[config.mk]
export PLATFORM = sky130hd
export DESIGN_NAME = pipe_stall_ctrl
export DESIGN_NICKNAME = d
export VERILOG_FILES = /design/src/rtl/pipe_pkg.sv /design/src/rtl/multi_cyc_cnt.sv /design/src/rtl/pipe_stall_ctrl.sv
export SDC_FILE = /design/constraint.sdc
export NUM_CORES = 1
export LEC_CHECK = 0
export ABC_AREA = 1
export CAP_MARGIN = 15
export CORE_ASPECT_RATIO = 0.7
export CORE_UTILIZATION = 28
export CTS_BUF_LIST = sky130_fd_sc_hd__clkbuf_4
export DETAILED_ROUTE_END_ITERATION = 10
export MAX_ROUTING_LAYER = met4
export PLACE_DENSITY = 0.61
export SYNTH_ARGS = -nofsm -noshare
export SYNTH_HDL_FRONTEND = slang
export SYNTH_SLANG_ARGS = --single-unit
[constraint.sdc]
create_clock -name clk -period 1.7 [get_ports clk]
set_input_delay 0.255 -clock clk [delete_from_list [all_inputs] [get_ports clk]]
set_output_delay 0.255 -clock clk [all_outputs]
set_load 0.02 [all_outputs]
[src/rtl/pipe_pkg.sv]
// Shared types and constants for the pipeline stall/flush controller.
package pipe_pkg;

    localparam int STG_PC  = 0;
    localparam int STG_IF  = 1;
    localparam int STG_ID  = 2;
    localparam int STG_EX  = 3;
    localparam int STG_MEM = 4;
    localparam int STG_WB  = 5;
    localparam int STALL_W = STG_WB + 1;

    typedef logic [STALL_W-1:0] stall_t;

    // A stall from stage s holds that stage and every stage upstream of it.
    function automatic stall_t stall_upto(input int stg);
        stall_t m;
        m = '0;
        for (int i = 0; i < STALL_W; i++) m[i] = (i <= stg);
        return m;
    endfunction

    localparam stall_t STALL_NONE = '0;
    localparam stall_t STALL_ID   = stall_upto(STG_ID);
    localparam stall_t STALL_EX   = stall_upto(STG_EX);
    localparam stall_t STALL_MEM  = stall_upto(STG_MEM);

    typedef enum logic [1:0] {
        ST_IDLE,
        ST_MULTI,
        ST_MEMWAIT,
        ST_FLUSH
    } state_e;

endpackage

[src/rtl/multi_cyc_cnt.sv]
// Loadable down-counter with zero flag; it saturates at zero rather than wrapping.
module multi_cyc_cnt
    import pipe_pkg::*;
#(
    parameter int W = 6
) (
    input  logic         clk,
    input  logic         reset_n,
    input  logic         clr_i,
    input  logic         load_i,
    input  logic [W-1:0] load_val_i,
    input  logic         dec_i,
    output logic [W-1:0] cnt_o,
    output logic         zero_o
);

    logic [W-1:0] cnt_q, cnt_d;

    always_comb begin
        cnt_d = cnt_q;
        if (clr_i)
            cnt_d = '0;
        else if (load_i)
            cnt_d = load_val_i;
        else if (dec_i && (cnt_q != '0))
            cnt_d = cnt_q - W'(1);
    end

    always_ff @(posedge clk or negedge reset_n) begin
        if (!reset_n) cnt_q <= '0;
        else          cnt_q <= cnt_d;
    end

    assign cnt_o  = cnt_q;
    assign zero_o = (cnt_q == '0);

endmodule

[src/rtl/pipe_stall_ctrl.sv]
// Central stall/flush controller: arbitrates id/ex/mem stall requests, sequences
// multi-cycle ex ops and issues a one-cycle flush. Optional MEMWAIT watchdog: MEM_TIMEOUT_EN.
module pipe_stall_ctrl
    import pipe_pkg::*;
#(
    parameter int MULTI_CYC   = 32,
    parameter int CNT_W       = 6,
    parameter int TIMEOUT_CYC = 255
) (
    input  logic               clk,
    input  logic               reset_n,
    input  logic               id_stallreq_i,
    input  logic               ex_multi_start_i,
    input  logic               mem_req_i,
    input  logic               mem_ack_i,
    input  logic               exc_flush_i,
    input  logic [31:0]        exc_pc_i,
    output logic [STALL_W-1:0] stall_o,
    output logic               multi_done_o,
    output logic               flush_o,
    output logic [31:0]        new_pc_o,
    output logic               mem_timeout_o
);

    if (MULTI_CYC < 2 || MULTI_CYC > 63 || (1 << CNT_W) <= MULTI_CYC) begin : g_bad_multi
        $error("pipe_stall_ctrl: MULTI_CYC/CNT_W out of range");
    end
    if (TIMEOUT_CYC < 1) begin : g_bad_to
        $error("pipe_stall_ctrl: TIMEOUT_CYC must be positive");
    end

    state_e      state_q, state_d;
    logic        pend_q, pend_d;
    logic [31:0] pc_q, pc_d;
    logic        flush_q;
    logic [31:0] new_pc_q;
    stall_t      stall_sel;
    logic        mem_stall;
    logic        cnt_load, cnt_dec, cnt_clr, cnt_zero;
    logic        multi_done;
    logic        wd_fire;
    logic [CNT_W-1:0] cnt_val;

    assign mem_stall = mem_req_i & ~mem_ack_i;

    multi_cyc_cnt #(.W(CNT_W)) u_multi_cnt (
        .clk        (clk),
        .reset_n    (reset_n),
        .clr_i      (cnt_clr),
        .load_i     (cnt_load),
        .load_val_i (CNT_W'(MULTI_CYC - 1)),
        .dec_i      (cnt_dec),
        .cnt_o      (cnt_val),
        .zero_o     (cnt_zero)
    );

`ifdef MEM_TIMEOUT_EN
    localparam int WD_W = $clog2(TIMEOUT_CYC + 1);
    logic            wd_zero;
    logic [WD_W-1:0] wd_cnt;
    logic            in_mw, enter_mw, leave_mw;

    assign in_mw    = (state_q == ST_MEMWAIT);
    assign enter_mw = !in_mw && (state_d == ST_MEMWAIT);
    assign leave_mw = in_mw && (state_d != ST_MEMWAIT);

    // Loaded with the full limit on entry, so it hits zero after TIMEOUT_CYC waiting cycles.
    multi_cyc_cnt #(.W(WD_W)) u_wdog (
        .clk        (clk),
        .reset_n    (reset_n),
        .clr_i      (leave_mw),
        .load_i     (enter_mw),
        .load_val_i (WD_W'(TIMEOUT_CYC)),
        .dec_i      (in_mw),
        .cnt_o      (wd_cnt),
        .zero_o     (wd_zero)
    );
    assign wd_fire = in_mw && wd_zero && !mem_ack_i;
`else
    assign wd_fire = 1'b0;
`endif

    always_comb begin
        state_d    = state_q;
        pend_d     = pend_q;
        pc_d       = pc_q;
        stall_sel  = STALL_NONE;
        cnt_load   = 1'b0;
        cnt_dec    = 1'b0;
        cnt_clr    = 1'b0;
        multi_done = 1'b0;
        unique case (state_q)
            ST_IDLE: begin
                if (exc_flush_i) begin
                    state_d = ST_FLUSH;
                    pc_d    = exc_pc_i;
                end else if (mem_stall) begin
                    stall_sel = STALL_MEM;
                    state_d   = ST_MEMWAIT;
                end else if (ex_multi_start_i) begin
                    stall_sel = STALL_EX;
                    cnt_load  = 1'b1;
                    state_d   = ST_MULTI;
                end else if (id_stallreq_i) begin
                    stall_sel = STALL_ID;
                end
            end
            ST_MULTI: begin
                cnt_dec = 1'b1;
                if (exc_flush_i) begin
                    cnt_clr = 1'b1;
                    pc_d    = exc_pc_i;
                    state_d = ST_FLUSH;
                end else if (mem_stall) begin
                    stall_sel = STALL_MEM;
                end else if (cnt_zero) begin
                    multi_done = 1'b1;
                    stall_sel  = id_stallreq_i ? STALL_ID : STALL_NONE;
                    state_d    = ST_IDLE;
                end else begin
                    stall_sel = STALL_EX;
                end
            end
            ST_MEMWAIT: begin
                // The bus access must complete, so an exception is only remembered here.
                if (exc_flush_i) begin
                    pend_d = 1'b1;
                    pc_d   = exc_pc_i;
                end
                if (mem_ack_i || wd_fire)
                    state_d = (pend_q || exc_flush_i) ? ST_FLUSH : ST_IDLE;
                else
                    stall_sel = STALL_MEM;
            end
            ST_FLUSH: begin
                pend_d  = 1'b0;
                state_d = ST_IDLE;
            end
            default: state_d = ST_IDLE;
        endcase
    end

    always_ff @(posedge clk or negedge reset_n) begin
        if (!reset_n) begin
            state_q  <= ST_IDLE;
            pend_q   <= 1'b0;
            pc_q     <= '0;
            flush_q  <= 1'b0;
            new_pc_q <= '0;
        end else begin
            state_q <= state_d;
            pend_q  <= pend_d;
            pc_q    <= pc_d;
            flush_q <= (state_d == ST_FLUSH);
            if (state_d == ST_FLUSH) new_pc_q <= pc_d;
        end
    end

    assign stall_o       = reset_n ? stall_sel : STALL_NONE;
    assign multi_done_o  = multi_done;
    assign flush_o       = flush_q;
    assign new_pc_o      = new_pc_q;
    assign mem_timeout_o = wd_fire;

endmodule

==> results of run 1 <==
==> critical path, cell delays in order (launching register included) <==
cell	delay (ns)
dfrtp_1	0.41
inv_2	0.09
ha_4	0.15
nand2_4	0.05
nor2_4	0.10
nand3_2	0.09
nand3_2	0.08
nand3_2	0.08
nand2_4	0.09
nand2_4	0.06
buf_6	0.13
==> state kept, by name, indices dropped and copies added, names as in the netlist <==
name,count
flush_o,1
u_multi_cnt.cnt_o,6
pc_q,32
state_q,2
new_pc_o,32
pend_q,1
==> worst paths after layout <==
kind,from,to,slack (ns)
min in group asynchronous,reset_n,new_pc_o[0],0.49
hold reg to reg,new_pc_o[0],new_pc_o[0],0.48
hold / removal,exc_flush_i,pc_q[25],0.36
setup / recovery,u_multi_cnt.cnt_o[0],stall_o[1],-0.29
setup reg to reg,u_multi_cnt.cnt_o[0],new_pc_o[6],-0.10
max in group asynchronous,reset_n,pc_q[12],0.85
==> stage by stage <==
step / cell area, um^2 / hold WS (ns) / worst slack, ns
after floorplan: 3220 / -0.0406 / 0.0354
after global placement: 4290 / 0.366 / -0.424
after detailed placement: 4290 / 0.362 / -0.483
after CTS: 4720 / 0.304 / -0.382
after global routing: 4920 / 0.333 / -0.408
final: 4920 / 0.361 / -0.293
==> power groups by stage <==
stage	registers (mW)	logic [mW]	clock network, mW
2_1_floorplan	3.28	2.37	0
3_3_place_gp	2.89	4.59	0
3_5_place_dp	2.91	4.68	0
4_1_cts	2.89	5.55	1.54
5_1_grt	2.98	6.44	1.61
6_report	2.89	5.82	1.49
==> per-layer routing <==
| metal | part of all wire [%] | up-vias |
|---|---|---|
| met5 | 0 | - |
| met4 | 0.73 | 0 |
| met3 | 7.3 | 8 |
| met2 | 45 | 87 |
| met1 | 47 | 1362 |
| li1 | - | 1436 |
==> logic make-up after synthesis <==
family	Yosys count	synth area share [%]
AND/OR/NAND/NOR	251	33.2
flip-flops	74	57.6
buffers and inverters	39	6.18
AO/OA/AOI/OAI	11	2.29
XOR/XNOR	1	0.272
adder cells (fa/ha/maj)	1	0.389
other	1	0.117
==> area by class of cell <==
class,instances,area (um^2)
clock buffers,9,67.6
clock inverters,5,129
fillers,1101,6170
inverters,16,60.1
multi-input cells,266,1280
flip-flops and latches,74,1850
well taps,153,191
repair buffers,125,1330
==> cell usage in the layout (no fill, tap or decap), types with 2 or more instances in the layout <==
cell type	Yosys	final
bufinv_16	0	4
inv_2	3	7
clkbuf_4	0	9
nor2_4	1	3
buf_6	3	5
buf_4	5	39
o21ai_0	5	5
dfrtp_1	74	73
dlygate4sd2_1	0	5
nor2_1	9	5
nor2_2	0	2
nand2_2	2	2
nand3_1	75	72
nand4_1	2	2
nand3_2	1	3
nand2_4	0	6
buf_12	0	7
dlymetal6s2s_1	0	24
inv_1	13	9
clkdlybuf4s50_1	0	40
a21oi_1	2	2
nand2_1	157	151
conb_1	1	2
==> repair_timing <==
action	4_1_cts	5_1_grt
hold endpoints to repair	74	0
pin swaps	6	8
buffers inserted	9	5
resized for setup	62	45
endpoints found under the setup margin	44	68
gates cloned	2	1
hold buffers	1	0
==> reports/summary.txt, run 1 <==
status: complete, but fails checks
violated checks: negative setup slack
setup_tns: -3.06 ns
Total GRT Usage: 16.7%
met2 usage: 23.7%
busiest grt layer: met2
switching part of the total: 40.1%
clk buf depth: 2
initial core utilization: 29.0%
Final setup viols: 31
synth top area cells: dfrtp_1, nand2_1, nand3_1
TritonRoute pass-1 iters: 4
Async S/R FF share, synth: 100%
H-tree lvl count: 3
Hold Vio Cnt, Final: 0
# DRC: 0
clk root buf: clkbuf_4
Layout Cells excl Fill: 648
clk_skew: 0.0166 ns
die area: 11900 um^2
EDFF count, synth: 0
GR Util met1: 23.0%
Clk pwr share: 14.6%
pin count of the biggest net entering global routing: 40
ratio of cells with drive above 1 in the final layout: 19.8%
critical path type: reg -> out
worst reg2reg path depth: 13
CTS Buf Count: 9
synthesis-to-finish area growth: 52.8%
vias in the first global route: 2943
Ant. Diodes: 0
register area share after synthesis: 57.6%
DRT antenna net count: 0
top_reg_cell synth: dfrtp_1
chip width: 130 um
syn_area_per_cell: 8.51 um^2
vias per inst: 4.46
Final Util: 44.3%
wire per inst: 14.2 um
antenna violations before repair: 0
hold depth: 4
Starting DRT DRC Count: 167
first-pass GRT wire length: 14.8 mm
Worst-path clk slew: 0.12 ns
total grt overflow: 0
num ports: 80
Routed WL: 9.17 mm
Final Power: 10.2 mW
critical path peak fanout: 3
synthesis-stage register bit count: 74
cell with the most instances after synthesis: nand2_1
Max VDD drop: 0.721 mV
Sink Count: 74
max-slew violations: 0
Comb power frac: 57.1%
largest area contributor in the netlist: dfrtp_1
CP endpoint kind: primary output
Yosys top cell area share: 57.6%
Post-synth top cells: nand2_1, nand3_1, dfrtp_1
detailed-route via count: 2893
cell count after placement: 616
Worst setup SP type: register
final critical-path required period: 1.99 ns
core area: 11100 um^2
Pint: 6.11 mW
HP Class: in -> reg
Post-Syn Instances: 378
Power Density: 2080 nW/um^2
# rows: 32
total net switching power: 4.09 mW
RePlAce Congestion: 0.926
met3 GRT Util: 5.48%
final setup margin: -0.293 ns
final worst-path cycle share: 117%
Unique masters post-synth: 26
Synth Cell Area: 3220 um^2
Seq pwr share: 28.3%
Max Cap Viol: 0
Clk Latency, worst-skew pair: 0.41 ns
leakage power: 2.80 nW
CTS tree: yes
Critical Path AT: 1.74 ns
Port Buf Inserts: 77
fin nets: 532
yosys warns: 0
HPWL Detailed: 5.80 mm
f_max: 502 MHz
unrepaired setup endpoints after global routing: true
Req. time, crit path: 1.44 ns
Die H: 91.7 um
Power figures use the tool's default switching activity.
==> inputs of run 2 (changes only) <==
--- a/config.mk
+++ b/config.mk
@@ -15,4 +15,5 @@
 export PLACE_DENSITY = 0.61
 export SYNTH_ARGS = -nofsm -noshare
 export SYNTH_HDL_FRONTEND = slang
+export SYNTH_HIERARCHICAL = 1
 export SYNTH_SLANG_ARGS = --single-unit
==> run 2 against run 1 <==
The flow still finishes with violations (negative setup slack). Count of clock-buffer cells in the layout is 1 higher. Die area is 5.6% higher. Cell area rose by 3.0%. Synthesized cell count increased by 6.9%. Combinational power down 0.7%. Wire length rose by 13%. Area after synthesis grew 5.7%. Sequential power is essentially flat. Critical path type unchanged. Critical endpoint unchanged.
==> reports/summary.txt, run 2 <==
status: complete, but fails checks
violated checks: negative setup slack
clk buf depth: 2
Async S/R FF share, synth: 100%
CTS tree: yes
flop-to-flop setup slack: -0.12 ns
top_reg_cell synth: dfrtp_1
# DRC: 0
CP Capture Point: stall_o[1]
Total GRT Usage: 16.6%
Die H: 94.2 um
leakage power: 2.78 nW
critical path peak fanout: 3
critical path type: reg -> out
total grt overflow: 0
synth top area cells: dfrtp_1, nand2_1, nand3_1
TritonRoute pass-1 iters: 4
H-tree lvl count: 3
total net switching power: 4.35 mW
Comb power frac: 58.8%
final setup margin: -0.294 ns
DRT antenna net count: 0
vias per inst: 4.69
clk_skew: 0.0189 ns
register area share after synthesis: 54.5%
syn_area_per_cell: 8.41 um^2
Ant. Diodes: 0
final critical-path required period: 1.99 ns
CTS Buf Count: 9
detailed-route via count: 3200
CP endpoint kind: primary output
post-synthesis mux area share: 0.294%
antenna violations before repair: 0
CP startpoint: u_multi_cnt/cnt_o[0]
die area: 12600 um^2
Worst-path clk slew: 0.12 ns
CP cell instances: inv_2, ha_4, nand3_4, inv_2, nand2_4, nand3_2, nand3_2, o21ai_2, inv_2, buf_6
largest family of logic cells by synthesized area: simple AND/OR/NAND/NOR gates
post-synthesis compound-gate area fraction: 2.06%
clk root buf: clkbuf_4
Starting DRT DRC Count: 160
Max VDD drop: 0.676 mV
commonest non-fill, non-tap cell in the layout: nand2_1
EDFF count, synth: 0
Yosys top cell area share: 54.5%
final worst-path cycle share: 117%
Pint: 5.48 mW
worst r2r dst: new_pc_o[27]
Clk Latency, worst-skew pair: 0.44 ns
most frequent cells in the layout: nand2_1, dfrtp_1, nand3_1
HP Class: in -> async
Sink Count: 74
yosys warns: 6
Port Buf Inserts: 77
Worst setup SP type: register
f_max: 502 MHz
cell count after placement: 656
largest area contributor in the netlist: dfrtp_1
Min Hold Slack: 0.0462 ns
Area after DPL: 4600 um^2
RePlAce Congestion: 0.880
Power Density: 1940 nW/um^2
chip width: 134 um
first-pass GRT wire length: 15.5 mm
Crit Reg-Reg Startpoint: u_multi_cnt/cnt_o[0]
HPWL Detailed: 6.13 mm
Worst slew margin: 35.5%
vias in the first global route: 3071
cell with the most instances after synthesis: nand2_1
pin count of the biggest net entering global routing: 75
num ports: 80
Synth Cell Area: 3400 um^2
unrepaired setup endpoints after global routing: true
synthesis-stage register bit count: 74
Post-synth top cells: nand2_1, dfrtp_1, nand3_1
Unique masters post-synth: 29
Hold Vio Cnt, Final: 0
switching part of the total: 44.3%
CP peak stage delay: 0.40 ns
post-route cell area: 5060 um^2
Clk pwr share: 11.5%
Crit-path slowest cell: dfrtp_1
ratio of cells with drive above 1 in the final layout: 23.6%
synthesis-to-finish area growth: 49.0%
fin nets: 562
initial core utilization: 28.9%
worst reg2reg path depth: 13
Final setup viols: 39
most frequent CP cell: inv_2
Synth Area in Adders: 0.736%
Final Util: 43.0%
worst-margin pin slew: 0.968 ns
Req. time, crit path: 1.44 ns
Layout Cells excl Fill: 683
Critical Path AT: 1.74 ns
max-slew violations: 0
Seq pwr share: 29.7%
wire per inst: 15.2 um
Routed WL: 10.4 mm
Max Cap Viol: 0
post-synthesis xor/xnor area fraction: 0.258%
Post-Syn Instances: 404
Simple-Gate Fraction of Synth Area: 35.0%
# rows: 33
core area: 11800 um^2
-- run 2: cell count changes after synthesis, sizes merged, moves of 2 or more --
cell	previous run	this run
a21boi	2	0
clkbuf	6	9
inv	16	21
nand2	159	165
nand3	76	50
nand4	2	33
o21ai	6	9
-- run 2: logic make-up (layout without fill, tap and decap cells) --
family,after synthesis,in the layout
AO/OA/AOI/OAI,13,13
XOR/XNOR,1,1
adder cells (fa/ha/maj),2,2
buffers and inverters,49,165
flip-flops,74,74
multiplexers,1,1
other,2,8
AND/OR/NAND/NOR,262,262
-- run 2: cell type report --
type,instances,area [um^2]
Fill cell,1201,6700
Clock buffer,10,75.1
Timing Repair Buffer,127,1300
Sequential cell,74,1850
Inverter,22,83.8
Clock inverter,6,65.1
Tap cell,157,196
Multi-Input combinational cell,287,1490
-- run 2: what timing repair did --
| item | CTS | global route |
|---|---|---|
| endpoints found under the setup margin | 53 | 56 |
| pin swaps | 6 | 5 |
| hold buffers | 0 | 0 |
| buffers inserted | 2 | 5 |
| resized for setup | 65 | 50 |
| cloned | 0 | 4 |
-- run 2: stage by stage --
| step | setup WS (ns) | setup TNS [ns] | power (mW) |
|---|---|---|---|
| after floorplan | -0.000964 | -0.00193 | 5.75 |
| after global placement | -0.490 | -6.00 | 7.78 |
| after detailed placement | -0.500 | -7.09 | 7.90 |
| after CTS | -0.332 | -1.58 | 9.11 |
| after global routing | -0.402 | -6.94 | 10.6 |
| final | -0.294 | -3.79 | 9.83 |
-- run 2: worst min-delay path by stage --
| stage | end | slack, ns | cells past startpoint |
|---|---|---|---|
| 2_1_floorplan | flush_o | -0.04 | 0 |
| 3_3_place_gp | pc_q[16] | 0.45 | 2 |
| 3_5_place_dp | pc_q[7] | 0.46 | 2 |
| 4_1_cts | new_pc_o[8] | 0.1 | 2 |
| 5_1_grt | pc_q[15] | 0.15 | 2 |
| 6_report | u_multi_cnt/cnt_o[4] | 0.05 | 2 |
-- run 2: metal layers --
metal,vias to the layer above,wire (um),global-route usage (%)
li1,1542,-,-
met1,1551,4930,21.4
met2,90,4710,25.2
met3,17,564,4.53
met4,0,169,5.21
met5,-,0,-
-- run 2: power by group through the flow --
stage / registers, mW / clock network, mW / logic (mW)
after global placement: 2.91 / 0 / 4.88
final: 2.92 / 1.13 / 5.78
after floorplan: 3.28 / 0 / 2.47
after global routing: 3.01 / 1.25 / 6.33
after CTS: 2.89 / 1.17 / 5.05
after detailed placement: 2.92 / 0 / 4.99
-- run 2: critical path: cells and delay by family, from the launching register on --
kind | cells | cell delay, ns
fa+ha+maj | 1 | 0.14
flops | 1 | 0.40
simple gates | 4 | 0.28
compound gates | 1 | 0.12
buf+inv | 4 | 0.36
